$ cat src/rtl/issue_scheduler_if.sv
`default_nettype none
// ============================================================================
// Module   : issue_scheduler_if
// Purpose  : Issue-queue, execute-lane and retire signal bundle for issue_scheduler.
// Revision : 1.0
// ============================================================================
interface issue_scheduler_if #(
    parameter int NUM_ENTRIES  = 8,
    parameter int ENTRIES_LOG2 = 3
);
    logic                                 flush;
    logic [ENTRIES_LOG2:0]                free;
    logic [NUM_ENTRIES-1:0]               vld;
    logic [NUM_ENTRIES*ENTRIES_LOG2-1:0]  index;
    logic [NUM_ENTRIES-1:0]               ready;
    logic                                 stall;
    logic                                 complete0;
    logic                                 complete1;
    logic [ENTRIES_LOG2-1:0]              complete_slot0;
    logic [ENTRIES_LOG2-1:0]              complete_slot1;
    logic                                 pop0;
    logic                                 pop1;
    logic [ENTRIES_LOG2-1:0]              pop_key0;
    logic [ENTRIES_LOG2-1:0]              pop_key1;
    logic                                 retire0;
    logic                                 retire1;
    logic [ENTRIES_LOG2:0]                inflight;
    logic                                 err;

    modport master (
        output flush, free, vld, index, ready, stall,
        output complete0, complete1, complete_slot0, complete_slot1,
        input  pop0, pop1, pop_key0, pop_key1, retire0, retire1, inflight, err
    );

    modport slave (
        input  flush, free, vld, index, ready, stall,
        input  complete0, complete1, complete_slot0, complete_slot1,
        output pop0, pop1, pop_key0, pop_key1, retire0, retire1, inflight, err
    );
endinterface
`default_nettype wire

$ cat src/rtl/issue_scheduler.sv
`default_nettype none
// ============================================================================
// Module   : issue_scheduler
// Purpose  : Dual-issue oldest-first scheduler with per-slot tracking and in-order retire.
// Revision : 1.0
// ============================================================================
module issue_scheduler #(
    parameter int NUM_ENTRIES  = 8,
    parameter int ENTRIES_LOG2 = 3
) (
    input  wire logic        clk,
    input  wire logic        reset,
    issue_scheduler_if.slave sif
);
    typedef enum logic [1:0] {
        S_IDLE   = 2'd0,
        S_ISSUED = 2'd1,
        S_DONE   = 2'd2
    } slot_state_t;

    localparam logic [ENTRIES_LOG2:0] c_full = (ENTRIES_LOG2+1)'(NUM_ENTRIES);

    slot_state_t               r_state     [NUM_ENTRIES];
    slot_state_t               w_state_nxt [NUM_ENTRIES];
    logic [ENTRIES_LOG2:0]     r_inflight;
    logic [ENTRIES_LOG2:0]     w_inflight_nxt;
    logic                      r_err;
    logic                      w_cnt_err;
    logic                      w_cpl_err;
    logic                      w_clear;
    logic [ENTRIES_LOG2:0]     w_occ_cnt;
    logic [ENTRIES_LOG2-1:0]   w_slot      [NUM_ENTRIES];
    logic [NUM_ENTRIES-1:0]    w_occ;
    logic [NUM_ENTRIES-1:0]    w_cand;
    logic                      w_pop0, w_pop1;
    logic [ENTRIES_LOG2-1:0]   w_key0, w_key1;
    logic                      w_ret0, w_ret1;
    logic                      w_same_slot, w_cpl0_ok, w_cpl1_ok;
    logic [ENTRIES_LOG2+1:0]   w_sum, w_sub, w_diff;

    assign w_clear   = reset | sif.flush;
    assign w_occ_cnt = (sif.free >= c_full) ? '0 : c_full - sif.free;

    generate
        for (genvar p = 0; p < NUM_ENTRIES; p++) begin : g_pos
            assign w_slot[p] = sif.index[p*ENTRIES_LOG2 +: ENTRIES_LOG2];
            assign w_occ[p]  = ((ENTRIES_LOG2+1)'(p) < w_occ_cnt);
            assign w_cand[p] = w_occ[p] & sif.vld[p] & sif.ready[p] &
                               (r_state[w_slot[p]] == S_IDLE) & ~sif.stall & ~w_clear;
        end
    endgenerate

    // Oldest-first pick of up to two candidates.
    always_comb begin
        w_pop0 = 1'b0;
        w_pop1 = 1'b0;
        w_key0 = '0;
        w_key1 = '0;
        for (int p = 0; p < NUM_ENTRIES; p++) begin
            if (w_cand[p]) begin
                if (!w_pop0) begin
                    w_pop0 = 1'b1;
                    w_key0 = ENTRIES_LOG2'(p);
                end else if (!w_pop1) begin
                    w_pop1 = 1'b1;
                    w_key1 = ENTRIES_LOG2'(p);
                end
            end
        end
    end

    assign w_ret0 = ~w_clear & w_occ[0] & (r_state[w_slot[0]] == S_DONE);
    assign w_ret1 = w_ret0 & w_occ[1] & (r_state[w_slot[1]] == S_DONE);

    // A same-slot collision between lanes drops both completions.
    assign w_same_slot = sif.complete0 & sif.complete1 &
                         (sif.complete_slot0 == sif.complete_slot1);
    assign w_cpl0_ok   = sif.complete0 & ~w_same_slot & (r_state[sif.complete_slot0] == S_ISSUED);
    assign w_cpl1_ok   = sif.complete1 & ~w_same_slot & (r_state[sif.complete_slot1] == S_ISSUED);
    assign w_cpl_err   = (sif.complete0 & ~w_cpl0_ok) | (sif.complete1 & ~w_cpl1_ok);

    always_comb begin
        w_sum          = {1'b0, r_inflight} + (ENTRIES_LOG2+2)'(w_pop0) + (ENTRIES_LOG2+2)'(w_pop1);
        w_sub          = (ENTRIES_LOG2+2)'(w_ret0) + (ENTRIES_LOG2+2)'(w_ret1);
        w_diff         = w_sum - w_sub;
        w_cnt_err      = 1'b0;
        w_inflight_nxt = w_diff[ENTRIES_LOG2:0];
        if (w_sum < w_sub) begin
            w_cnt_err      = 1'b1;
            w_inflight_nxt = '0;
        end else if (w_diff > {1'b0, c_full}) begin
            w_cnt_err      = 1'b1;
            w_inflight_nxt = c_full;
        end
    end

    // Pop, completion and retire touch disjoint state classes, so order is irrelevant.
    always_comb begin
        for (int s = 0; s < NUM_ENTRIES; s++) begin
            w_state_nxt[s] = r_state[s];
        end
        if (w_pop0)    w_state_nxt[w_slot[w_key0]]     = S_ISSUED;
        if (w_pop1)    w_state_nxt[w_slot[w_key1]]     = S_ISSUED;
        if (w_cpl0_ok) w_state_nxt[sif.complete_slot0] = S_DONE;
        if (w_cpl1_ok) w_state_nxt[sif.complete_slot1] = S_DONE;
        if (w_ret0)    w_state_nxt[w_slot[0]]          = S_IDLE;
        if (w_ret1)    w_state_nxt[w_slot[1]]          = S_IDLE;
    end

    always_ff @(posedge clk) begin
        if (w_clear) begin
            for (int s = 0; s < NUM_ENTRIES; s++) begin
                r_state[s] <= S_IDLE;
            end
            r_inflight <= '0;
            if (reset) begin
                r_err <= 1'b0;
            end
        end else begin
            for (int s = 0; s < NUM_ENTRIES; s++) begin
                r_state[s] <= w_state_nxt[s];
            end
            r_inflight <= w_inflight_nxt;
            r_err      <= r_err | w_cpl_err | w_cnt_err;
        end
    end

    assign sif.pop0     = w_pop0;
    assign sif.pop1     = w_pop1;
    assign sif.pop_key0 = w_key0;
    assign sif.pop_key1 = w_key1;
    assign sif.retire0  = w_ret0;
    assign sif.retire1  = w_ret1;
    assign sif.inflight = r_inflight;
    assign sif.err      = r_err;
endmodule
`default_nettype wire

$ cat src/flat_wrapper.sv
// flat-port wrapper written by rule: the top's interface ports become plain ports
module issue_scheduler_flat 
#(
    parameter int NUM_ENTRIES  = 8,
    parameter int ENTRIES_LOG2 = 3
)
  (clk, reset, sif_flush, sif_free, sif_vld, sif_index, sif_ready, sif_stall, sif_complete0, sif_complete1, sif_complete_slot0, sif_complete_slot1, sif_pop0, sif_pop1, sif_pop_key0, sif_pop_key1, sif_retire0, sif_retire1, sif_inflight, sif_err);
  issue_scheduler_if #(.NUM_ENTRIES(NUM_ENTRIES), .ENTRIES_LOG2(ENTRIES_LOG2)) sif_i ();
  input  wire logic clk;
  input  wire logic reset;
  input wire logic [$bits(sif_i.flush)-1:0] sif_flush;
  input wire logic [$bits(sif_i.free)-1:0] sif_free;
  input wire logic [$bits(sif_i.vld)-1:0] sif_vld;
  input wire logic [$bits(sif_i.index)-1:0] sif_index;
  input wire logic [$bits(sif_i.ready)-1:0] sif_ready;
  input wire logic [$bits(sif_i.stall)-1:0] sif_stall;
  input wire logic [$bits(sif_i.complete0)-1:0] sif_complete0;
  input wire logic [$bits(sif_i.complete1)-1:0] sif_complete1;
  input wire logic [$bits(sif_i.complete_slot0)-1:0] sif_complete_slot0;
  input wire logic [$bits(sif_i.complete_slot1)-1:0] sif_complete_slot1;
  output wire logic [$bits(sif_i.pop0)-1:0] sif_pop0;
  output wire logic [$bits(sif_i.pop1)-1:0] sif_pop1;
  output wire logic [$bits(sif_i.pop_key0)-1:0] sif_pop_key0;
  output wire logic [$bits(sif_i.pop_key1)-1:0] sif_pop_key1;
  output wire logic [$bits(sif_i.retire0)-1:0] sif_retire0;
  output wire logic [$bits(sif_i.retire1)-1:0] sif_retire1;
  output wire logic [$bits(sif_i.inflight)-1:0] sif_inflight;
  output wire logic [$bits(sif_i.err)-1:0] sif_err;
  assign sif_i.flush = sif_flush;
  assign sif_i.free = sif_free;
  assign sif_i.vld = sif_vld;
  assign sif_i.index = sif_index;
  assign sif_i.ready = sif_ready;
  assign sif_i.stall = sif_stall;
  assign sif_i.complete0 = sif_complete0;
  assign sif_i.complete1 = sif_complete1;
  assign sif_i.complete_slot0 = sif_complete_slot0;
  assign sif_i.complete_slot1 = sif_complete_slot1;
  assign sif_pop0 = sif_i.pop0;
  assign sif_pop1 = sif_i.pop1;
  assign sif_pop_key0 = sif_i.pop_key0;
  assign sif_pop_key1 = sif_i.pop_key1;
  assign sif_retire0 = sif_i.retire0;
  assign sif_retire1 = sif_i.retire1;
  assign sif_inflight = sif_i.inflight;
  assign sif_err = sif_i.err;
  issue_scheduler #(.NUM_ENTRIES(NUM_ENTRIES), .ENTRIES_LOG2(ENTRIES_LOG2)) u_core (.clk(clk), .reset(reset), .sif(sif_i));
endmodule
$ cat config.mk
export PLATFORM = sky130hd
export DESIGN_NAME = issue_scheduler_flat
export DESIGN_NICKNAME = d
export VERILOG_FILES = /design/src/rtl/issue_scheduler_if.sv /design/src/rtl/issue_scheduler.sv /design/src/flat_wrapper.sv
export SDC_FILE = /design/constraint.sdc
export NUM_CORES = 1
export LEC_CHECK = 0
export ABC_AREA = 1
export BUFFER_PORTS_ARGS = -buffer_cell sky130_fd_sc_hd__clkbuf_2
export CORE_ASPECT_RATIO = 1.5
export CORE_UTILIZATION = 38
export DETAILED_ROUTE_END_ITERATION = 10
export GPL_ROUTABILITY_DRIVEN = 1
export HOLD_SLACK_MARGIN = 0.15
export PLACE_DENSITY = 0.64
export SLEW_MARGIN = 30
export SYNTH_ARGS = -nofsm -noshare
export SYNTH_HDL_FRONTEND = slang
export SYNTH_SLANG_ARGS = --single-unit
$ cat constraint.sdc
create_clock -name clk -period 11.96 [get_ports clk]
set_input_delay 1.196 -clock clk [delete_from_list [all_inputs] [get_ports clk]]
set_output_delay 1.196 -clock clk [all_outputs]
set_load 0.05 [all_outputs]
Yosys cells after proc, flatten, opt, wreduce, memory -nomap -nowiden
Memory sizes are Yosys's and may differ from the RTL's.
Cells that the tools add are included.
W data, S select, Z words.
{ "totals": {"wordCells": 246, "out_inout_bits": 15, "in_bits": 56, "ff_bits": 5, "ram_bits": 16, "mem_count": 1} }
{ "classes": {"bitwise_logic": 93, "eq_ne": 6, "order_cmp": 25, "n_mux": 97, "n_reduce_logical": 16, "add_sub_neg": 5} }
{ "memory_table": {"columns": ["memory", "words", "word_bits", "rd", "rd_ports_with_merged_regs", "write_ports", "line_no", "source"], "rows": [
  ["u_core.r_state", 8, 2, 18, 0, 8, "issue_scheduler.sv:23", "slot_state_t r_state [NUM_ENTRIES];"]
]} }
{ "ops": {"columns": ["op", "count"], "rows": [
  ["$mux W3", 36],
  ["$mux W16", 6],
  ["$and A1 B1 Y1", 52],
  ["$demux W2 S3", 6],
  ["$ge A4 B4 Y1 const B", 9],
  ["$and A16 B16 Y16", 2],
  ["$and A8 B8 Y8", 4],
  ["$not A16 Y16", 2],
  ["$not A3 Y4", 8],
  ["$not A8 Y8", 4],
  ["$or A8 B8 Y8", 4],
  ["$mux W1", 31],
  ["$mux W2", 14],
  ["$lt A4 B1 Y1 const B", 6],
  ["$bmux W3 S3", 2],
  ["$logic_not A2 Y1", 8],
  ["$lt A3 B4 Y1 const A", 4],
  ["$or A1 B1 Y1", 12],
  ["$lt A1 B4 Y1 const A", 2],
  ["$lt A2 B4 Y1 const A", 2],
  ["$mux W4", 2],
  ["$logic_and A1 B1 Y1", 6],
  ["$add A4 B1 Y5", 1],
  ["$add A5 B1 Y5", 1],
  ["other kinds (12)", 18]
]} }

Depth between registers and ports, before layout
{ "depth": {"word_depth": 50, "ltp_mapped": 32, "depth_no_buf": 29} }

Worst setup path before layout
No wires, ideal clock.
{ "synth_timing": {"kind": "input port to flip-flop", "from": "input port sif_free[0]", "to": "register u_core.r_err (netlist: u_core.sif.err) (data pin)", "stages": 24, "setup_time_ns": 0.258, "n_path_buf": 1, "arrival_time_ns": 5.425, "t_required_ns": 11.702, "setup_slack_ns": 6.277, "cell_sequence": "inv_1 ha_1 o21ai_0 nand2_1 nand3_1 nor2_4 inv_1 ha_1 nand3_2 buf_6 nor2_4 nor2_2 nor3_1 nand2_1 fa_1 ha_1 fa_1 xor2_1 inv_1 nand3_1 a21oi_1 nand2_1 o31ai_1 inv_1"} }
{ "synth_via": {"elab_chain_len": 30, "word_cells_on_any_way": 87, "classes_between": "add/sub (5); order compare (11); mux (26); bitwise (45)"} }
{ "synth_rtl": {"columns": ["element", "line_no", "source"], "rows": [
  ["start: declaration", "flat_wrapper.sv:12", "input wire logic [$bits(sif_i.free)-1:0] sif_free;"],
  ["$sub A4 B4 Y4 or $ge A4 B4 Y1 (tied branches)", "issue_scheduler.sv:42", "assign w_occ_cnt = (sif.free >= c_full) ? '0 : c_full - sif.free;"],
  ["$mux W4 (*)", "issue_scheduler.sv:42", null],
  ["$lt A1 B4 Y1", "issue_scheduler.sv:47", "assign w_occ[p] = ((ENTRIES_LOG2+1)'(p) < w_occ_cnt);"],
  ["$and A1 B1 Y1 (3 in series)", "issue_scheduler.sv:48", "assign w_cand[p] = w_occ[p] & sif.vld[p] & sif.ready[p] &"],
  ["$and A1 B1 Y1 (2 in series)", "issue_scheduler.sv:49", "(r_state[w_slot[p]] == S_IDLE) & ~sif.stall & ~w_clear;"],
  ["$mux W1", "issue_scheduler.sv:60", "if (w_cand[p]) begin"],
  ["$mux W1", "issue_scheduler.sv:61", "if (!w_pop0) begin"],
  ["$mux W1", "issue_scheduler.sv:60", null],
  ["(+12 left out)", null, null],
  ["named net sif_pop1", "flat_wrapper.sv:22", "output wire logic [$bits(sif_i.pop1)-1:0] sif_pop1;"],
  ["$add A5 B1 Y5 (*)", "issue_scheduler.sv:83", "w_sum = {1'b0, r_inflight} + (ENTRIES_LOG2+2)'(w_pop0) + (ENTRIES_LOG2+2)'(w_pop1);"],
  ["$sub A5 B5 Y5", "issue_scheduler.sv:85", "w_diff = w_sum - w_sub;"],
  ["$gt A5 B4 Y1", "issue_scheduler.sv:91", "end else if (w_diff > {1'b0, c_full}) begin"],
  ["$mux W1", "issue_scheduler.sv:91", null],
  ["$mux W1 (*)", "issue_scheduler.sv:88", "if (w_sum < w_sub) begin"],
  ["$or A1 B1 Y1 (*)", "issue_scheduler.sv:124", "r_err <= r_err | w_cpl_err | w_cnt_err;"],
  ["$mux W1 (*)", "issue_scheduler.sv:111", "if (w_clear) begin"],
  ["end signal: assignment", "issue_scheduler.sv:124", null],
  ["end: declaration", "issue_scheduler.sv:27", "logic r_err;"]
]} }
Mark *: on every way through the listed nets, which the timed path passes. The rest lies on a longest branch.
A chain may end at the register's enable or synchronous reset.

Final worst setup path
{ "layout_timing": {"from": "input port sif_free[0]", "to": "register u_core.r_err (netlist: u_core.sif.err) (data pin)"} }
{ "layout_via": {"elab_chain_len": 30, "word_cells_on_any_way": 87, "classes_between": "add/sub (5); order compare (11); mux (26); bitwise (45)"} }
{ "layout_rtl": {"columns": ["element", "line_no"], "rows": [
  ["$sub A4 B4 Y4 or $ge A4 B4 Y1 (tied branches)", "issue_scheduler.sv:42"],
  ["$mux W4 (*)", "issue_scheduler.sv:42"],
  ["$lt A1 B4 Y1", "issue_scheduler.sv:47"],
  ["$and A1 B1 Y1 (3 in series)", "issue_scheduler.sv:48"],
  ["$and A1 B1 Y1 (2 in series)", "issue_scheduler.sv:49"],
  ["$mux W1", "issue_scheduler.sv:60"],
  ["$mux W1", "issue_scheduler.sv:61"],
  ["$mux W1", "issue_scheduler.sv:60"],
  ["(+11 left out)", null],
  ["$mux W1", "issue_scheduler.sv:60"],
  ["$add A5 B1 Y5", "issue_scheduler.sv:83"],
  ["$sub A5 B5 Y5", "issue_scheduler.sv:85"],
  ["$gt A5 B4 Y1", "issue_scheduler.sv:91"],
  ["$mux W1", "issue_scheduler.sv:91"],
  ["$mux W1 (*)", "issue_scheduler.sv:88"],
  ["$or A1 B1 Y1 (*)", "issue_scheduler.sv:124"],
  ["$mux W1 (*)", "issue_scheduler.sv:111"]
]} }
Every way passes the cells marked *; elsewhere a longest branch is shown, timed or not.

==> impl_metrics.tcl <==
set metrics [dict create \
    outcome "complete, no violations" \
    drive_above_1_share_pct 14.6 \
    io_pins 71 \
    via_count 6280 \
    dpl_cell_area_um2 5290 \
    antenna_found_initial 0 \
    yosysMostFrequentCell "nand2_1" \
    setup_viol 0 \
    hpwl_um 14500 \
    period_needed_ns 5.72 \
    setup_ws_ns 6.24 \
    endpoint_kind "flip-flop" \
    rsz0062_at_grt "no" \
    power_density_nw_per_um2 42.6 \
    slew_headroom_pct 60.8 \
    route.detailed.drc 0 \
    die_w_um 95.6 \
    max_freq_mhz 175 \
    initial_core_util_pct 39.5 \
    r2r_start "u_core.r_state[3][0]$_SDFF_PP0_" \
    ctsRootBufferMaster "clkbuf_16" \
    hold_start "u_core.r_state[4][0]$_SDFF_PP0_" \
    numCtsBuffers 3 \
    worst_setup_path_start_kind "input port" \
    num_rows 50 \
    fin_skew_ns 0.00128 \
    gp_congestion 0.974 \
    cp_common_cell "inv_1" \
    regToRegSetupSlack_ns 6.92 \
    grt_overflow 0 \
    holdPathStages 2 \
    synth_top_flop_cell "dfxtp_1" \
    critical_path_arrival_ns 5.74 \
    p_int_mw 0.141 \
    syn_inst 964 \
    grt_pass1_vias 5651 \
    swShare_pct 38.5 \
    power.switching_mw 0.0880 \
    drt-wirelength-per-cell_um 15.5 \
    synthDominantCellAreaShare_pct 27.1 \
    drt-pass1-iter-count 5 \
    ir_drop_v 0.0000412 \
    p_clk_share_pct 32.2 \
    max_stage_delay_ns 0.47 \
    fin_nets 1067 \
    worst_pin_slew_ns 0.588 \
    antenna_cells 0 \
    worstSetupPathType "in -> reg" \
    synth.distinct_cells 52 \
    drt_first_iter_violations 434 \
    synth-seq-cells 21 \
    p_leak_nw 2.70 \
    dieArea_um2 13600 \
    finalSetupTns_ns 0 \
    worstReg2RegEnd "u_core.sif.err$_SDFFCE_PP0P_" \
    clock_path_buffers 2 \
    cts_resized 0 \
    holdWs_ns 0.574 \
    critPathSlowestCell "fa_1" \
    netlist_top_cells_area "nand2_1 27%, nand3_1 11%, inv_1 8.2%" \
    cts_sinks 21 \
    power_mw 0.229 \
    post_cts_buffers 0 \
    avgSynthCellArea_um2 5.18 \
    htree_levels 1 \
    clkTransAtPathRegs_ns 0.06 \
    period_share_pct 47.8 \
    synth_edf_count 1 \
    path_max_fanout 11 \
    fin_cells 1157 \
    synth_nets 1029 \
    yosysTopAreaCell "nand2_1" \
    final_util_pct 42.5 \
    port_buffers 70 \
    cts_tree "done" \
    cap_violations 0 \
    post-route-cell-area_um2 5370 \
    yosysSeqAreaShare_pct 8.62 \
    r2r_cells 24 \
    grt_max_degree 24 \
    grt_first_pass_wirelength_um 27800 \
    p_seq_share_pct 31.3 \
    core_area_um2 12600 \
    required_ns 11.98 \
    dp_cells 1153 \
    syn_to_final_growth_pct 7.59 \
    yosys_warnings 0 \
    drt_wl_total_um 18000 \
    pwr-share-comb_pct 36.5 \
    clock_latency_ns 0.26 \
    hold_viol 0 \
    cts_hold_buf 0 \
    hold_class "reg -> reg" \
    ys_top_cells_by_count "360 x nand2_1, 112 x nand3_1, 109 x inv_1" \
    drtAntennaViolNets 0 \
    routed_via_density 5.43 \
    worst_hold_path.endpoint "u_core.r_state[4][0]$_SDFF_PP0_" \
    grt_util_all_layers_pct 26.5 \
    synthArstFlopShare_pct 0 \
    worstPathCellList "clkbuf_2 -> inv_1 -> ha_1 -> o21ai_0 -> nand2_1 -> nand3_1 -> nor2_4 -> inv_1 -> ha_1 -> nand3_2 -> nor2_4 -> nor2_2 -> nor3_1 -> nand2_1 -> fa_1 -> ha_1 -> fa_1 -> xor2_1 -> inv_1 -> nand3_1 -> a21oi_1 -> nand2_1 -> o31ai_1 -> inv_1" \
    die_height_um 142 \
    drv_slew 0 \
    syn_area_um2 4990 \
    dp_slack_ns 5.99 \
]
cell usage in the layout (no fill, tap or decap), drive strengths merged, types with 11 or more instances in the layout:
cell type / count
o21ai: 62
a21oi: 41
nor2: 86
inv: 118
nand2: 373
clkbuf: 73
nor3: 19
nand3: 129
o22ai: 11
dfxtp: 20
power by group through the flow:
stage	registers (mW)	clock network (mW)	logic [mW]
final	0.0716	0.0737	0.0834
after CTS	0.0716	0.0727	0.0821
after floorplan	0.0741	0	0.0553
after global placement	0.0732	0	0.0816
after detailed placement	0.0731	0	0.0820
after global routing	0.0717	0.0754	0.0921
worst max path at each step:
stage            startpoint                            to  slack [ns]
2_1_floorplan   sif_free[0]  u_core.sif.err$_SDFFCE_PP0P_        6.28
3_5_place_dp    sif_free[0]  u_core.sif.err$_SDFFCE_PP0P_        5.99
5_1_grt         sif_free[0]  u_core.sif.err$_SDFFCE_PP0P_        5.90
3_3_place_gp   sif_index[3]  u_core.sif.err$_SDFFCE_PP0P_        6.10
6_report        sif_free[0]  u_core.sif.err$_SDFFCE_PP0P_        6.24
4_1_cts         sif_free[0]  u_core.sif.err$_SDFFCE_PP0P_        6.24
cell type report:
| cell class | count | area, um2 |
|---|---|---|
| timing repair buffer | 70 | 350 |
| sequential | 21 | 430 |
| clock inverter | 1 | 5.00 |
| fill | 1481 | 7260 |
| clock buffer | 3 | 75.1 |
| multi-input combinational | 783 | 3850 |
| tap | 156 | 195 |
| inverter | 123 | 470 |
metal layers:
layer  share of wire, %  global-route usage [%]  vias to the layer above
met2                 50                    47.5                      234
met3                4.6                    1.55                       61
met5                  0                       0                        -
met4                6.6                    18.1                        0
li1                   -                       -                     3193
met1                 39                    29.3                     2792
critical path, delay by kind of cell:
family / cells / cell delay, ns
AND/OR/NAND/NOR: 10 / 1.45
buffers and inverters: 5 / 0.38
XOR/XNOR: 1 / 0.18
AO/OA/AOI/OAI: 3 / 0.70
adder cells (fa/ha/maj): 5 / 1.83
flip-flops by register name (all words and copies together), names as in the netlist:
name	cells
u_core.sif.err	1
u_core.r_state	16
u_core.sif.inflight	4
cell families (layout without fill, tap and decap cells):
logic type      Yosys count  count (layout)  synth area share [%]
compound gates          135             135                  15.4
xor+xnor                  5               5                 0.877
fa+ha+maj                 9               9                  2.56
buf+inv                 160             197                  14.4
flops                    21              21                  8.62
simple gates            634             634                  58.2
No activity file was read; power rests on OpenSTA's default activity.
